`src/rtl/ddr_target_ccc_responder.sv`:
```
// Target-side HDR-DDR CCC responder: decodes broadcast/direct CCCs,
// maintains MWL/MRL/event-enable registers and returns GET payloads.
module ddr_target_ccc_responder #(
  parameter logic [6:0]  BCAST_ADDR = 7'h7E,
  parameter logic [15:0] MWL_RST    = 16'd256,
  parameter logic [15:0] MRL_RST    = 16'd256
) (
  input  logic        i_sys_clk,
  input  logic        i_sys_rst,
  input  logic [6:0]  i_dyn_addr,
  input  logic        i_rx_valid,
  input  logic [1:0]  i_rx_type,
  input  logic [15:0] i_rx_word,
  input  logic        i_rx_err,
  input  logic        i_hdr_restart,
  input  logic        i_hdr_exit,
  input  logic [15:0] i_status,
  input  logic        i_tx_ready,
  output logic        o_ack_valid,
  output logic        o_ack,
  output logic        o_tx_valid,
  output logic [15:0] o_tx_word,
  output logic        o_tx_last,
  output logic [15:0] o_mwl,
  output logic [15:0] o_mrl,
  output logic [7:0]  o_evt_en,
  output logic        o_ccc_done,
  output logic        o_ccc_err
);

  localparam logic [7:0] CCC_ENEC   = 8'h00;
  localparam logic [7:0] CCC_DISEC  = 8'h01;
  localparam logic [7:0] CCC_SETMWL = 8'h89;
  localparam logic [7:0] CCC_SETMRL = 8'h8A;
  localparam logic [7:0] CCC_GETMWL = 8'h8B;
  localparam logic [7:0] CCC_GETMRL = 8'h8C;
  localparam logic [7:0] CCC_GETSTS = 8'h90;

  typedef enum logic [2:0] {
    S_IDLE,
    S_CODE,
    S_BC_DATA,
    S_DIR_CMD,
    S_DIR_WR,
    S_DIR_RD,
    S_WAIT_END
  } state_t;

  state_t      r_state, w_state_nxt;
  logic [7:0]  r_ccc, w_ccc_nxt;
  logic [7:0]  r_byte, w_byte_nxt;
  logic [15:0] r_stage, w_stage_nxt;
  logic        r_have, w_have_nxt;
  logic        r_rs_seen, w_rs_seen_nxt;
  logic        r_ack_valid, w_ack_valid_nxt;
  logic        r_ack, w_ack_nxt;
  logic        r_tx_valid, w_tx_valid_nxt;
  logic [15:0] r_tx_word, w_tx_word_nxt;
  logic        r_tx_last, w_tx_last_nxt;
  logic [15:0] r_mwl, w_mwl_nxt;
  logic [15:0] r_mrl, w_mrl_nxt;
  logic [7:0]  r_evt, w_evt_nxt;
  logic        r_done, w_done_nxt;
  logic        r_err, w_err_nxt;

  logic        w_cmd, w_dat, w_crc, w_rxerr;
  logic        w_rnw;
  logic [6:0]  w_addr;
  logic [7:0]  w_code;
  logic        w_is_set, w_is_get, w_code_dir;
  logic        w_in_bc, w_in_dir;
  logic [15:0] w_rd_val;

  assign w_cmd   = i_rx_valid && (i_rx_type == 2'd0);
  assign w_dat   = i_rx_valid && (i_rx_type == 2'd1);
  assign w_crc   = i_rx_valid && (i_rx_type == 2'd2);
  assign w_rxerr = i_rx_valid && i_rx_err && (i_rx_type != 2'd3);
  assign w_rnw   = i_rx_word[15];
  assign w_addr  = i_rx_word[7:1];
  assign w_code  = i_rx_word[15:8];

  assign w_is_set = (r_ccc == CCC_SETMWL) || (r_ccc == CCC_SETMRL);
  assign w_is_get = (r_ccc == CCC_GETMWL) || (r_ccc == CCC_GETMRL)
                 || (r_ccc == CCC_GETSTS);
  assign w_code_dir = (w_code == CCC_SETMWL) || (w_code == CCC_SETMRL)
                   || (w_code == CCC_GETMWL) || (w_code == CCC_GETMRL)
                   || (w_code == CCC_GETSTS);

  assign w_in_bc  = (r_state == S_CODE) || (r_state == S_BC_DATA);
  assign w_in_dir = (r_state == S_DIR_CMD) || (r_state == S_DIR_WR)
                 || (r_state == S_DIR_RD);

  always_comb begin
    w_rd_val = i_status;
    unique case (1'b1)
      (r_ccc == CCC_GETMWL): w_rd_val = r_mwl;
      (r_ccc == CCC_GETMRL): w_rd_val = r_mrl;
      default:               w_rd_val = i_status;
    endcase
  end

  always_comb begin
    w_state_nxt     = r_state;
    w_ccc_nxt       = r_ccc;
    w_byte_nxt      = r_byte;
    w_stage_nxt     = r_stage;
    w_have_nxt      = r_have;
    w_rs_seen_nxt   = r_rs_seen;
    w_ack_valid_nxt = 1'b0;
    w_ack_nxt       = 1'b0;
    w_tx_valid_nxt  = r_tx_valid;
    w_tx_word_nxt   = r_tx_word;
    w_tx_last_nxt   = r_tx_last;
    w_mwl_nxt       = r_mwl;
    w_mrl_nxt       = r_mrl;
    w_evt_nxt       = r_evt;
    w_done_nxt      = 1'b0;
    w_err_nxt       = 1'b0;

    if (i_hdr_exit) begin
      w_state_nxt    = S_IDLE;
      w_have_nxt     = 1'b0;
      w_rs_seen_nxt  = 1'b0;
      w_tx_valid_nxt = 1'b0;
      w_tx_last_nxt  = 1'b0;
    end else if (i_hdr_restart && w_in_bc) begin
      w_state_nxt = S_IDLE;
    end else if (i_hdr_restart && w_in_dir) begin
      w_state_nxt    = S_DIR_CMD;
      w_rs_seen_nxt  = 1'b1;
      w_have_nxt     = 1'b0;
      w_tx_valid_nxt = 1'b0;
      w_tx_last_nxt  = 1'b0;
    end else if (w_rxerr && (w_in_bc || w_in_dir)) begin
      // Any staged write is dropped with the abort.
      w_state_nxt    = S_WAIT_END;
      w_err_nxt      = 1'b1;
      w_have_nxt     = 1'b0;
      w_tx_valid_nxt = 1'b0;
      w_tx_last_nxt  = 1'b0;
    end else begin
      unique case (r_state)
        S_IDLE: begin
          if (w_cmd && !w_rnw && (w_addr == BCAST_ADDR))
            w_state_nxt = S_CODE;
        end
        S_CODE: begin
          if (w_dat) begin
            w_ccc_nxt  = w_code;
            w_byte_nxt = i_rx_word[7:0];
            if ((w_code == CCC_ENEC) || (w_code == CCC_DISEC)) begin
              w_state_nxt = S_BC_DATA;
            end else if (w_code_dir) begin
              w_state_nxt   = S_DIR_CMD;
              w_rs_seen_nxt = 1'b0;
            end else begin
              w_state_nxt = S_WAIT_END;
            end
          end else if (w_crc) begin
            w_state_nxt = S_WAIT_END;
            w_err_nxt   = 1'b1;
          end
        end
        S_BC_DATA: begin
          if (w_crc) begin
            if (r_ccc == CCC_ENEC) w_evt_nxt = r_evt | r_byte;
            else                   w_evt_nxt = r_evt & ~r_byte;
            w_done_nxt  = 1'b1;
            w_state_nxt = S_WAIT_END;
          end
        end
        S_DIR_CMD: begin
          if (w_cmd && r_rs_seen) begin
            w_rs_seen_nxt = 1'b0;
            if (w_addr == i_dyn_addr) begin
              w_ack_valid_nxt = 1'b1;
              if (!w_rnw && w_is_set) begin
                w_ack_nxt   = 1'b1;
                w_have_nxt  = 1'b0;
                w_state_nxt = S_DIR_WR;
              end else if (w_rnw && w_is_get) begin
                w_ack_nxt      = 1'b1;
                w_tx_valid_nxt = 1'b1;
                w_tx_last_nxt  = 1'b1;
                w_tx_word_nxt  = w_rd_val;
                w_state_nxt    = S_DIR_RD;
              end else begin
                w_state_nxt = S_WAIT_END;
              end
            end
          end
        end
        S_DIR_WR: begin
          if (w_dat) begin
            w_stage_nxt = i_rx_word;
            w_have_nxt  = 1'b1;
          end else if (w_crc) begin
            w_have_nxt = 1'b0;
            if (r_have) begin
              if (r_ccc == CCC_SETMWL) w_mwl_nxt = r_stage;
              else                     w_mrl_nxt = r_stage;
              w_done_nxt    = 1'b1;
              w_rs_seen_nxt = 1'b0;
              w_state_nxt   = S_DIR_CMD;
            end else begin
              w_err_nxt   = 1'b1;
              w_state_nxt = S_WAIT_END;
            end
          end
        end
        S_DIR_RD: begin
          if (r_tx_valid && i_tx_ready) begin
            w_tx_valid_nxt = 1'b0;
            w_tx_last_nxt  = 1'b0;
            w_done_nxt     = 1'b1;
            w_rs_seen_nxt  = 1'b0;
            w_state_nxt    = S_DIR_CMD;
          end
        end
        S_WAIT_END: begin
          w_state_nxt = S_WAIT_END;
        end
        default: w_state_nxt = S_IDLE;
      endcase
    end
  end

  always_ff @(posedge i_sys_clk) begin
    if (i_sys_rst) begin
      r_state     <= S_IDLE;
      r_ccc       <= 8'h00;
      r_byte      <= 8'h00;
      r_stage     <= 16'h0000;
      r_have      <= 1'b0;
      r_rs_seen   <= 1'b0;
      r_ack_valid <= 1'b0;
      r_ack       <= 1'b0;
      r_tx_valid  <= 1'b0;
      r_tx_word   <= 16'h0000;
      r_tx_last   <= 1'b0;
      r_mwl       <= MWL_RST;
      r_mrl       <= MRL_RST;
      r_evt       <= 8'hFF;
      r_done      <= 1'b0;
      r_err       <= 1'b0;
    end else begin
      r_state     <= w_state_nxt;
      r_ccc       <= w_ccc_nxt;
      r_byte      <= w_byte_nxt;
      r_stage     <= w_stage_nxt;
      r_have      <= w_have_nxt;
      r_rs_seen   <= w_rs_seen_nxt;
      r_ack_valid <= w_ack_valid_nxt;
      r_ack       <= w_ack_nxt;
      r_tx_valid  <= w_tx_valid_nxt;
      r_tx_word   <= w_tx_word_nxt;
      r_tx_last   <= w_tx_last_nxt;
      r_mwl       <= w_mwl_nxt;
      r_mrl       <= w_mrl_nxt;
      r_evt       <= w_evt_nxt;
      r_done      <= w_done_nxt;
      r_err       <= w_err_nxt;
    end
  end

  assign o_ack_valid = r_ack_valid;
  assign o_ack       = r_ack;
  assign o_tx_valid  = r_tx_valid;
  assign o_tx_word   = r_tx_word;
  assign o_tx_last   = r_tx_last;
  assign o_mwl       = r_mwl;
  assign o_mrl       = r_mrl;
  assign o_evt_en    = r_evt;
  assign o_ccc_done  = r_done;
  assign o_ccc_err   = r_err;

endmodule
```
`config.mk`:
```
export PLATFORM = sky130hd
export DESIGN_NAME = ddr_target_ccc_responder
export DESIGN_NICKNAME = d
export VERILOG_FILES = /design/src/rtl/ddr_target_ccc_responder.sv
export SDC_FILE = /design/constraint.sdc
export NUM_CORES = 1
export LEC_CHECK = 0
export CORE_MARGIN = 3
export CORE_UTILIZATION = 30
export DETAILED_ROUTE_END_ITERATION = 6
export PLACE_DENSITY = 0.51
export SETUP_SLACK_MARGIN = 0.4
export SYNTH_ARGS = -nofsm -noshare
export SYNTH_HDL_FRONTEND = slang
export SYNTH_SLANG_ARGS = --single-unit
export TNS_END_PERCENT = 10
```
`constraint.sdc`:
```
create_clock -name i_sys_clk -period 5.9 [get_ports i_sys_clk]
set_clock_uncertainty 0.1 [all_clocks]
set_input_delay 0.59 -clock i_sys_clk [delete_from_list [all_inputs] [get_ports i_sys_clk]]
set_output_delay 0.59 -clock i_sys_clk [all_outputs]
set_load 0.03 [all_outputs]
```
==> results of run 1 <==
-- area by class of cell --
class                           count  area [um2]  area share
Inverter                            4        15.0     0.00244
Clock inverter                      6        40.0     0.00650
Clock buffer                       10         239      0.0388
Multi-Input combinational cell    378        2530       0.410
Tap cell                          211         264      0.0429
Sequential cell                    98        1960       0.319
Timing Repair Buffer              112        1110       0.180
-- flip-flops by register name, summed over array words and instances, names as in the netlist, 3 cells and up, named ones only --
name / cells
r_state: 3
o_mrl: 16
r_stage: 16
r_byte: 8
o_tx_word: 16
r_ccc: 8
o_mwl: 16
-- where the power goes --
part,internal [uW],leakage (uW),switching [uW]
logic,38.5,0.00130,42.9
registers,661,0.000789,0.0104
clock network,298,0.000139,263
-- cells in the final DEF, fill, tap and decap left out, types with 6 or more instances in the layout --
master and count:
sky130_fd_sc_hd__clkdlybuf4s50_1 108, sky130_fd_sc_hd__dfxtp_1 98, sky130_fd_sc_hd__nor2_1 96, sky130_fd_sc_hd__mux2i_1 63, sky130_fd_sc_hd__nand2_1 40, sky130_fd_sc_hd__o21ai_0 17, sky130_fd_sc_hd__a22oi_1 16, sky130_fd_sc_hd__nand3_1 14
sky130_fd_sc_hd__a21oi_1 13, sky130_fd_sc_hd__a311oi_2 10, sky130_fd_sc_hd__nor3_1 9, sky130_fd_sc_hd__clkbuf_16 9, sky130_fd_sc_hd__xnor2_1 8, sky130_fd_sc_hd__a221o_1 8, sky130_fd_sc_hd__a311oi_1 7, sky130_fd_sc_hd__and3b_1 6
-- metal layers --
layer	vias to the layer above	routed length [um]	track usage
met5	-	0	0
met4	0	149	0.0442
met3	11	794	0.0439
met2	127	6320	0.249
met1	2021	6840	0.233
li1	2043	-	-
-- stage by stage --
| stage | cell area, um2 | util | setup WS (ns) | cells |
|---|---|---|---|---|
| global placement | 5880 | 0.385 | 2.17 | 803 |
| detailed placement | 5880 | 0.385 | 2.06 | 803 |
| finish | 6160 | 0.404 | 2.43 | 819 |
| floorplan | 4680 | - | 3.30 | 518 |
| global route | 6160 | 0.404 | 2.11 | 819 |
| CTS | 6160 | 0.404 | 2.43 | 819 |
-- cells by family after synthesis --
family / Yosys count
multiplexers: 63
AND/OR/NAND/NOR: 202
buffers and inverters: 42
XOR/XNOR: 11
flip-flops: 98
AO/OA/AOI/OAI: 101
adder cells (fa/ha/maj): 1
-- how the worst max path moves through the flow --
stage / to / slack (ns) / cells after the start
2_1_floorplan: o_mrl[10] / 3.30 / 9
3_3_place_gp: r_ccc[6] / 2.17 / 7
3_5_place_dp: r_byte[7] / 2.06 / 7
4_1_cts: r_byte[7] / 2.43 / 7
5_1_grt: r_stage[1] / 2.11 / 6
6_report: r_ccc[7] / 2.43 / 7
==> results, run 1 <==
- The count of flip-flops with a built-in enable after synthesis is 0.
- The worst register-to-register path ends at r_stage[13].
- The synthesized-area fraction occupied by adder cells is 0.00214.
- At the pin with the least slew margin, the transition time is ~1.0 ns.
- For this run, the top clock speed supported by timing is just under 300 MHz.
- The worst hold-check path type is reg -> reg.
- The final-report hold violation count came to 0.
- Max-cap violations in this run came to 0.
- The worst hold path stage count is 1.
- Setup repair after global routing left no endpoint under its margin.
- The highest-delay cell along the critical path is sky130_fd_sc_hd__nand2b_1.
- The maximum net fanout on the critical path is 16.
- After floorplanning, the core was sized to cover around 15000 um2.
- The final layout contains routed wiring with a total length of around 14 mm.
- Setup total negative slack on the finished layout was measured at 0 ns.
- The I/O pin total is 110.
- The clock-pin slew on the worst setup and hold paths is approximately 0.07 ns.
- The total track usage is 0.165.
- The critical path goes through clkdlybuf4s50_1 -> a21boi_1 -> and2_1 -> a2111o_1 -> nand2b_1 -> mux2i_1 -> nor2_1.
- The buffer type at the clock tree root is sky130_fd_sc_hd__clkbuf_16.
- Counting flops with an async set or reset pin after synthesis yields a share of 0.
- The via count of the first global-routing pass is a little under 4000.
- The post-CTS setup-driven buffer insertion count is 0.
- The number of rows created at floorplan is 45.
- Across the VDD grid, the largest voltage drop is ~130 uV.
- The run finished with clean final reports.
- The tree built by TritonCTS fans out to between 90 and 100 sinks.
- In the finished design, the share of the clock period the worst path needs comes to 0.588.
- STA classifies the critical path endpoint as a register.
- The endpoint required time on the critical path is approximately 6.0 ns.
- The number of antenna diodes in the final layout is 0.
- The final hold slack is between 0.3 and 0.4 ns.
- The number of detailed-routing iterations run before antenna repair is 5.
- In this run the tightest slew margin relative to its limit is 0.309.
- The number of design rule violations left after detail routing is 0.
- The most common cell in the synthesized netlist is sky130_fd_sc_hd__dfxtp_1.
- The placed wire-length estimate is between 10 and 15 mm.
- The post-layout total power is around 1300 uW.
- The most critical setup path has its startpoint at i_rx_valid.
- The count of unique library cells instantiated by Yosys is slightly below 60.
- Of the post-synthesis cell area, the dominant cell type holds 0.419.
- In this design, the stage delay of the slowest critical-path cell is between 0.8 and 0.9 ns.
- The congestion estimate from routability-driven global placement came to 0.876.
- Compared with the post-synthesis result, the final layout area differs by 31.5%.
- In this run, post-CTS hold repair placed 0 buffers.
- For this design the static power due to leakage is around 0.0022 uW.
- The synthesized netlist occupies a cell area of roughly 4700 um2.
- A synthesized cell averages between 9 and 10 um2.
- The net count reported at finish is 651.
- The sequential-to-total area share from yosys stat is 0.419.
- The most used flip-flop cell after synthesis is sky130_fd_sc_hd__dfxtp_1.
- The initial antenna violation count is 0.
- The startpoint of the worst register-to-register path is r_state[2].
- The mux share of post-synthesis cell area is 0.135.
- The post-synthesis simple-gate area fraction is 0.207.
- The H-tree level count is 3.
- Summed over all instances, the cell type with the most area after synthesis is sky130_fd_sc_hd__dfxtp_1.
- The final route contains between 4000 and 5000 vias.
- The final number of setup-violating endpoints is 0.
- The cell count after synthesis came out at between 500 and 600.
- The total of warnings raised by yosys is 0.
- TritonCTS built the clock tree.
- Measured along the y axis, the die boundary spans 131 um.
- Entering global routing, the biggest net connects a little over 90 pins.
- The total power density per cell area is 212 nW/um2.
- Gates resized during post-CTS repair numbered 0.
- The number of buffers and inverters on the critical path is 1.
- For this run the aggregate overflow at the end of global routing stands at 0.
- The critical path is of the in -> reg type.
- The clock latency reported for the late side of the worst-skew pair is between 0.3 and 0.4 ns.
- In the final routed layout, each cell accounts on average for ~17 um.
- The number of inserted filler cells in the final layout is about 1500.
- The commonest cells after synthesis are sky130_fd_sc_hd__dfxtp_1 (98), sky130_fd_sc_hd__nor2_1 (96), sky130_fd_sc_hd__mux2i_1 (63).
- The synthesized-area fraction occupied by ao, oa, aoi and oai cells is 0.172.
- The kind of cell adding the most delay to the critical path is simple AND/OR/NAND/NOR gates.
- The parity-gate share of the synthesized area counting xor and xnor cells is 0.0206.
- The floorplan step defined a die boundary enclosing 17100 um2.
- The count of nets left with antenna violations once routing finished came out at 0.
- The initial cell density of the core is 0.307.
- The kind of start point of the critical path is an input port.
- The die is around 130 um wide.
- The global-route wire length before repair is about 22 mm.
- The synthesized design contains 98 register bits.
- The total count of max-transition violations in the final report is 0.
- Setup slack on the worst reg-to-reg path comes out at about 2.4 ns.
- The fraction of final layout cells with drive strength greater than 1 is 0.0625.
- The number of buffers between clock root and the deepest sink is 2.
- After synthesis, the cell types taking the most area are sky130_fd_sc_hd__dfxtp_1 (42%), sky130_fd_sc_hd__mux2i_1 (13%), sky130_fd_sc_hd__nor2_1 (7.7%).
- For the worst flop-to-flop path, the logic depth is 6.
- The data arrival time of the critical path is about 3.6 ns.
- Dividing the detail-routed via count by the number of cells gives 5.13.
- The minimum clock period after layout is around 3.5 ns.
- The detailed router's first-iteration violation count is 300.
- The count of input and output buffers is around 110.
- The number of nets handed over by synthesis was roughly 570.
- The number of clock buffers inserted by TritonCTS is 9.
- By area, the combinational part of the netlist is dominated by simple AND/OR/NAND/NOR gates.
Power figures use the tool's default switching activity.
==> inputs of run 2 (changes only) <==
--- a/config.mk
+++ b/config.mk
@@ -8,7 +8,7 @@
 export CORE_MARGIN = 3
 export CORE_UTILIZATION = 30
 export DETAILED_ROUTE_END_ITERATION = 6
-export PLACE_DENSITY = 0.51
+export PLACE_DENSITY = 0.53
 export SETUP_SLACK_MARGIN = 0.4
 export SYNTH_ARGS = -nofsm -noshare
 export SYNTH_HDL_FRONTEND = slang
==> constraint.sdc (replaced) <==
create_clock -name i_sys_clk -period 3.02 [get_ports i_sys_clk]
set_clock_uncertainty 0.1 [all_clocks]
set_input_delay 0.302 -clock i_sys_clk [delete_from_list [all_inputs] [get_ports i_sys_clk]]
set_output_delay 0.302 -clock i_sys_clk [all_outputs]
set_load 0.03 [all_outputs]
==> run 2 against run 1 <==
Compared with the run above: count of clock-buffer cells in the layout increased by 1; first-iteration DRC count decreased by 3.0%; non-clock buffer count increased by 52; core utilization increased by 4.0 points; largest cell class unchanged; clock power increased by 87%; routed wire length increased by 7.5%; cell count increased by 6.2%; highest routed layer unchanged; die area unchanged; global-route usage increased by 0.61 points.
==> results, run 2 (synthesis results as in run 1) <==
- The most common cell after layout, fill and taps aside is sky130_fd_sc_hd__clkdlybuf4s50_1 (unchanged).
- The startpoint-to-endpoint class of the critical path is reg -> reg (was in -> reg).
- The clock share of power is 0.417 (was 0.430).
- The total number of clock tree sinks was 98 (unchanged).
- The net count reported at finish is 703 (was 651).
- The number of clock buffers inserted by TritonCTS is 9 (unchanged).
- Unrepaired setup endpoints after global routing: yes (was no).
- The post-layout total power is 2530 uW (was 1300 uW).
- The highest-delay cell along the critical path is sky130_fd_sc_hd__a2111o_1 (was sky130_fd_sc_hd__nand2b_1).
- The maximum net fanout on the critical path is 8 (was 16).
- The initial antenna violation count is 0 (unchanged).
- The count of input and output buffers is 109 (unchanged).
- The number of buffers between clock root and the deepest sink is 2 (unchanged).
- The largest stage delay on the critical path is 0.45 ns (was 0.82 ns).
- The CTS tree is done (unchanged).
- The final RePlAce weighted congestion is 0.935 (was 0.876).
- Commonest cells after routing, fill and taps aside: sky130_fd_sc_hd__clkdlybuf4s50_1 (107), sky130_fd_sc_hd__nor2_1 (96), sky130_fd_sc_hd__dfxtp_1 (95) (was sky130_fd_sc_hd__clkdlybuf4s50_1 (108), sky130_fd_sc_hd__dfxtp_1 (98), sky130_fd_sc_hd__nor2_1 (96)).
- The total vias in the final route is 4476 (was 4202).
- The critical path capture point is o_mwl[13] (was r_ccc[7]).
- The final number of setup-violating endpoints is 0 (unchanged).
- The total count of max-transition violations in the final report was 0 (unchanged).
- The worst hold-check path type is in -> reg (was reg -> reg).
- The full die area is 17100 um2 (unchanged).
- The largest vdd supply drop was 255 uV (was 131 uV).
- The placed wire-length estimate came to 10.7 mm (was 10.2 mm).
- The slack of the worst reg-to-reg path was 0.40 ns (was 2.44 ns).
- The detailed router's first-iteration violation count came to 291 (was 300).
- The instance area at placement came to 6160 um2 (was 5880 um2).
- The portion of total power attributed to sequential cells is 0.511 (was 0.507).
- The number of detailed-routing iterations run before antenna repair is 5 (unchanged).
- The share of total power consumed by net switching is 0.233 (was 0.235).
- The post-synthesis to final-layout area growth was 44.6% (was 31.5%).
- The startpoint of the worst register-to-register path is r_state[2] (unchanged).
- The number of rows created at floorplan came to 45 (unchanged).
- The via count of the first global-routing pass is 4222 (was 3897).
- The final core utilization is 0.444 (was 0.404).
- Status: finished, final reports clean (unchanged).
- The total routed wirelength came to 15.2 mm (was 14.1 mm).
- The clock latency reported for the late side of the worst-skew pair was 0.35 ns (about the same).
- The count of max-cap constraint violations is 0 (unchanged).
- The fraction of final layout cells with drive strength greater than 1 is 0.149 (was 0.0625).
- The cell leakage power is 0.00255 uW (was 0.00223 uW).
- The launching instance or port of the critical path was r_state[2] (was i_rx_valid).
- The accumulated negative setup slack is 0 ns (unchanged).
- The maximum number of pins on one net before global-route repair is 54 (was 93).
- The number of hold buffers added after cts is 0 (unchanged).
- The final clock period utilization by the worst path is 0.868.
- The routed wirelength normalized by instance count came to 17.4 um (was 17.2 um).
- The post-route cell area was 6770 um2 (was 6160 um2).
- The destination of the worst register-to-register timing path was o_mwl[13] (was r_stage[13]).
- Timing would allow up to roughly 380 MHz.
- The I/O pin total is 110 (unchanged).
- The sequential standard cell area is 1970 um2 (was 1960 um2).
- The final-report hold violation count is 0 (unchanged).
- The total track usage is 0.171 (was 0.165).
- The kind of start point of the critical path is a register (was input port).
- The element type at the critical path end was a register (unchanged).
- The number of antenna cells inserted is 0 (unchanged).
- The number of inserted filler cells in the final layout is 1508 (was 1527).
- The worst slew margin relative to its limit is 0.516 (was 0.309).
- The path depth of the worst reg2reg path is 9 (was 6).
- The smallest clock period supported by the final layout is computed as between 2 and 3 ns.
- The global-route congestion overflow total is 0 (unchanged).
- The area of the multi-input gates was 2580 um2 (was 2530 um2).
- The number of design rule violations left after detail routing came to 0 (unchanged).
- The number of nets with antenna violations after routing came to 0 (unchanged).
- The clock-pin slew on the worst setup and hold paths is 0.07 ns (about the same).
- The combinational group share of total power is 0.072 (was 0.062).
- The post-detailed-route via-to-cell ratio is 5.14 (was 5.13).
- The H-tree level count is 3 (unchanged).
- The transition time at the pin with the least slew margin came to 0.718 ns (was 1.04 ns).
- The endpoint required time on the critical path is 3.14 ns (was 5.99 ns).
- The area inside the core boundary was 15300 um2 (unchanged).
- CP cell instances: or3_4 -> a21boi_4 -> a2111o_1 -> buf_6 -> nor4b_4 -> buf_6 -> clkbuf_16 -> mux2i_1 -> nor2_1 (was clkdlybuf4s50_1 -> a21boi_1 -> and2_1 -> a2111o_1 -> nand2b_1 -> mux2i_1 -> nor2_1).
- The global-route wire length before repair is 22.9 mm (was 21.9 mm).
- The cell with the most instances on the worst path is sky130_fd_sc_hd__buf_6.
- The final hold slack came to 0.327 ns (was 0.398 ns).
- The data arrival time of the critical path is 2.74 ns (was 3.56 ns).
- The total power density per cell area came to 373 nW/um2 (was 212 nW/um2).
- The total internal power was 1940 uW (was 997 uW).
- The x dimension of the die is 131 um (unchanged).
- The initial cell density of the core came to 0.307 (unchanged).
- The buffer type at the clock tree root is sky130_fd_sc_hd__clkbuf_16 (unchanged).
- The net switching power figure is 589 uW (was 306 uW).
- The height of the die is 131 um (unchanged).
-- run 2: metrics by stage --
step / setup slack [ns] / cells
6_report: 0.398 / 870
4_1_cts: 0.380 / 851
5_1_grt: 0.334 / 870
3_3_place_gp: 0.0714 / 834
2_1_floorplan: 0.455 / 518
3_5_place_dp: 0.0150 / 834
-- run 2: worst min path at each step --
stage	start	to	slack, ns	depth (start not counted)
floorplan	i_hdr_exit	o_tx_last	0.28	1
global placement	r_stage[8]	r_stage[8]	0.38	2
detailed placement	register	register	0.37	1
CTS	i_sys_rst	r_stage[6]	0.34	2
global route	i_sys_rst	o_mrl[10]	0.36	2
finish	i_sys_rst	r_stage[4]	0.33	2
-- run 2: power groups by stage --
stage / combinational, uW / clock (uW) / sequential [uW]
after floorplan: 63.3 / 0 / 1320
after global placement: 177 / 0 / 1320
after detailed placement: 176 / 0 / 1320
after CTS: 178 / 1080 / 1290
after global routing: 196 / 1140 / 1290
final: 182 / 1050 / 1290
-- run 2: critical path: cells and delay by family, from the launching register on --
kind | cells | cell delay, ns
mux | 1 | 0.18
simple gates | 3 | 0.72
buf+inv | 3 | 0.51
flops | 1 | 0.36
compound gates | 2 | 0.61
-- run 2: cell type report --
class | count | area share
Sequential cell | 98 | 0.291
Clock inverter | 4 | 0.00407
Tap cell | 211 | 0.0390
Multi-Input combinational cell | 378 | 0.382
Timing Repair Buffer | 164 | 0.248
Inverter | 4 | 0.00222
Clock buffer | 11 | 0.0344
-- run 2: what timing repair did --
| action | 4_1_cts | 5_1_grt |
|---|---|---|
| gates resized for setup | 1 | 24 |
| setup endpoints to repair | 23 | 50 |
| setup buffers | 1 | 16 |
| pin swaps | 2 | 4 |
| cloned | 1 | 3 |
-- run 2: routing by layer --
layer,up-vias,wire [um],global-route usage
met5,-,0,0
met4,0,242,0.0575
met3,21,876,0.0329
met2,154,6850,0.261
met1,2148,7180,0.242
li1,2153,-,-
==> inputs of run 3 (changes only) <==
--- a/config.mk
+++ b/config.mk
@@ -8,7 +8,7 @@
 export CORE_MARGIN = 3
 export CORE_UTILIZATION = 30
 export DETAILED_ROUTE_END_ITERATION = 6
-export PLACE_DENSITY = 0.53
+export PLACE_DENSITY = 0.63
 export SETUP_SLACK_MARGIN = 0.4
 export SYNTH_ARGS = -nofsm -noshare
 export SYNTH_HDL_FRONTEND = slang
==> run 3 against run 2 <==
Compared with the run above: critical path depth is 2 lower; sequential power hardly changed; die area stayed put; routed wire length is 4.9% lower; worst hold slack worse by 0.021 ns; highest routed layer unchanged; clock power is 19% higher; flip-flop and latch count stayed put; core utilization is 2.0 points lower; total power is 7.3% higher; via count is 2.6% lower; design area is 4.5% lower; register-to-register slack hardly changed.
==> results, run 3 (synthesis results as in run 1) <==
- The number of antenna cells inserted is 0 (unchanged).
- The number of nets with antenna violations after routing is 0 (unchanged).
- The clock latency reported for the late side of the worst-skew pair is 0.34 ns (was 0.35 ns).
- The x dimension of the die is 131 um (unchanged).
- The buffer type at the clock tree root is sky130_fd_sc_hd__clkbuf_16 (unchanged).
- The final number of setup-violating endpoints was 0 (unchanged).
- The placed wire-length estimate is 10.8 mm (was 10.7 mm).
- The count of max-cap constraint violations was 0 (unchanged).
- The global-route wire length before repair is 22.9 mm (about the same).
- The endpoint required time on the critical path is 3.17 ns (was 3.14 ns).
- The post-detailed-route via-to-cell ratio is 5.17 (was 5.14).
- The total internal power came to 2130 uW (was 1940 uW).
- Commonest cells after routing, fill and taps aside: sky130_fd_sc_hd__clkdlybuf4s50_1 (108), sky130_fd_sc_hd__dfxtp_1 (98), sky130_fd_sc_hd__nor2_1 (96) (was sky130_fd_sc_hd__clkdlybuf4s50_1 (107), sky130_fd_sc_hd__nor2_1 (96), sky130_fd_sc_hd__dfxtp_1 (95)).
- The largest vdd supply drop is 271 uV (was 255 uV).
- The post-layout total power was 2710 uW (was 2530 uW).
- The timing-limited maximum frequency is 381 MHz (about the same).
- The area of the multi-input gates is 2550 um2 (was 2580 um2).
- The total number of clock tree sinks is 98 (unchanged).
- The portion of total power attributed to sequential cells is 0.476 (was 0.511).
- The number of inserted filler cells in the final layout is 1521 (was 1508).
- The global-route congestion overflow total came to 0 (unchanged).
- The I/O pin total is 110 (unchanged).
- The H-tree level count is 3 (unchanged).
- The number of hold buffers added after cts is 0 (unchanged).
- The maximum number of pins on one net before global-route repair is 49 (was 54).
- The final-report hold violation count came to 0 (unchanged).
- The clock-pin slew on the worst setup and hold paths came to 0.07 ns (about the same).
- The combinational group share of total power is 0.064 (was 0.072).
- The cell leakage power was 0.00240 uW (was 0.00255 uW).
- The element type at the critical path end is a register (unchanged).
- The minimum clock period after layout came to 2.63 ns (was 2.62 ns).
- The worst slew margin relative to its limit is 0.287 (was 0.516).
- The largest stage delay on the critical path is 0.70 ns (was 0.45 ns).
- The fraction of final layout cells with drive strength greater than 1 is 0.103 (was 0.149).
- The sequential standard cell area is 1960 um2 (was 1970 um2).
- The final clock period utilization by the worst path is 0.869 (was 0.868).
- The highest-delay cell along the critical path was sky130_fd_sc_hd__or4b_2 (was sky130_fd_sc_hd__a2111o_1).
- The final worst slack is 0.394 ns (was 0.398 ns).
- The buffers plus inverters on the worst setup path came to 2 (was 3).
- The kind of cell adding the most delay to the critical path is simple AND/OR/NAND/NOR gates (unchanged).
- The initial antenna violation count is 0 (unchanged).
- The total power density per cell area is 419 nW/um2 (was 373 nW/um2).
- The count of input and output buffers is 109 (unchanged).
- The kind of start point of the critical path is an input port (was register).
- The data arrival time of the critical path came to 2.78 ns (was 2.74 ns).
- The total track usage came to 0.169 (was 0.171).
- The CTS tree is done (unchanged).
- The number of rows created at floorplan is 45 (unchanged).
- The net count reported at finish is 677 (was 703).
- The most common cell after layout, fill and taps aside is sky130_fd_sc_hd__clkdlybuf4s50_1 (unchanged).
- The total vias in the final route is 4361 (was 4476).
- Status: finished, final reports clean (unchanged).
- The maximum net fanout on the critical path is 32 (was 8).
- The routed wirelength normalized by instance count is 17.1 um (was 17.4 um).
- Unrepaired setup endpoints after global routing: yes (unchanged).
- The final RePlAce weighted congestion is 0.930 (was 0.935).
- The number of buffers between clock root and the deepest sink is 2 (unchanged).
- The number of detailed-routing iterations run before antenna repair is 5 (unchanged).
- The share of total power consumed by net switching is 0.216 (was 0.233).
- The detailed router's first-iteration violation count is 407 (was 291).
- The post-synthesis to final-layout area growth was 38.1% (was 44.6%).
- The pre-CTS setup slack is -0.0712 ns (was 0.0150 ns).
- The via count of the first global-routing pass is 4282 (was 4222).
- The clock share of power is 0.460 (was 0.417).
- The initial cell density of the core is 0.307 (unchanged).
- The worst hold-check path type is in -> reg (unchanged).
- The height of the die is 131 um (unchanged).
- The net switching power figure is 587 uW (was 589 uW).
- CP cell instances: clkdlybuf4s50_1 -> nor4bb_4 -> or4b_2 -> nor4_4 -> buf_12 -> nor2_1 -> a311oi_2 (was or3_4 -> a21boi_4 -> a2111o_1 -> buf_6 -> nor4b_4 -> buf_6 -> clkbuf_16 -> mux2i_1 -> nor2_1).
- The final hold slack is 0.306 ns (was 0.327 ns).
- The total routed wirelength is 14.4 mm (was 15.2 mm).
- The transition time at the pin with the least slew margin came to 1.07 ns (was 0.718 ns).
- The area inside the core boundary is 15300 um2 (unchanged).
- The full die area is 17100 um2 (unchanged).
- The startpoint-to-endpoint class of the critical path is in -> reg (was reg -> reg).
- The number of clock buffers inserted by TritonCTS was 9 (unchanged).
- The number of design rule violations left after detail routing came to 0 (unchanged).
- The total count of max-transition violations in the final report is 0 (unchanged).
run 3: final cells by class:
| cell class | count | share of cell area |
|---|---|---|
| Clock inverter | 5 | 0.0132 |
| Tap cell | 211 | 0.0408 |
| Inverter | 4 | 0.00232 |
| Multi-Input combinational cell | 378 | 0.394 |
| Timing Repair Buffer | 138 | 0.210 |
| Sequential cell | 98 | 0.303 |
| Clock buffer | 10 | 0.0369 |
run 3: final timing paths:
check                           cells after the start            end  slack (ns)        from
worst max-delay path                                7  o_tx_word[10]        0.39  i_rx_valid
worst min-delay path                                2     r_stage[8]        0.31   i_sys_rst
worst max register to register                      8  o_tx_word[10]        0.41  r_state[1]
worst min register to register                      2     r_stage[8]        0.40  r_stage[8]
run 3: worst reg2reg max path, stage by stage, from the launching register on:
cell and delay (ns):
sky130_fd_sc_hd__dfxtp_1 0.32, sky130_fd_sc_hd__buf_4 0.20, sky130_fd_sc_hd__and3b_1 0.27, sky130_fd_sc_hd__o21a_1 0.22
sky130_fd_sc_hd__a2111o_1 0.44, sky130_fd_sc_hd__nor4_4 0.38, sky130_fd_sc_hd__buf_12 0.24, sky130_fd_sc_hd__nor2_1 0.08
sky130_fd_sc_hd__a311oi_2 0.26
run 3: metal layers:
layer	GRT usage	part of all wire
met2	0.263	0.46
met5	0	0
met1	0.228	0.44
met4	0.0672	0.027
met3	0.0370	0.069
run 3: metrics by stage:
| stage | setup TNS (ns) | area [um2] | utilization | std cells |
|---|---|---|---|---|
| floorplan | 0 | 4680 | - | 518 |
| global placement | 0 | 6120 | 0.401 | 829 |
| detailed placement | -0.621 | 6120 | 0.401 | 829 |
| CTS | 0 | 6460 | 0.424 | 844 |
| global route | 0 | 6470 | 0.424 | 844 |
| finish | 0 | 6470 | 0.424 | 844 |
run 3: repair_timing:
item	in CTS	in global routing
setup buffers	0	0
pin swaps	1	0
gates resized for setup	2	1
setup endpoints to repair	16	61
run 3: power groups by stage:
stage	Clock, uW	Sequential (uW)	Combinational [uW]
after floorplan	0	1320	63.3
after global placement	0	1320	169
after detailed placement	0	1320	170
after CTS	1280	1290	172
after global routing	1330	1290	186
final	1250	1290	172
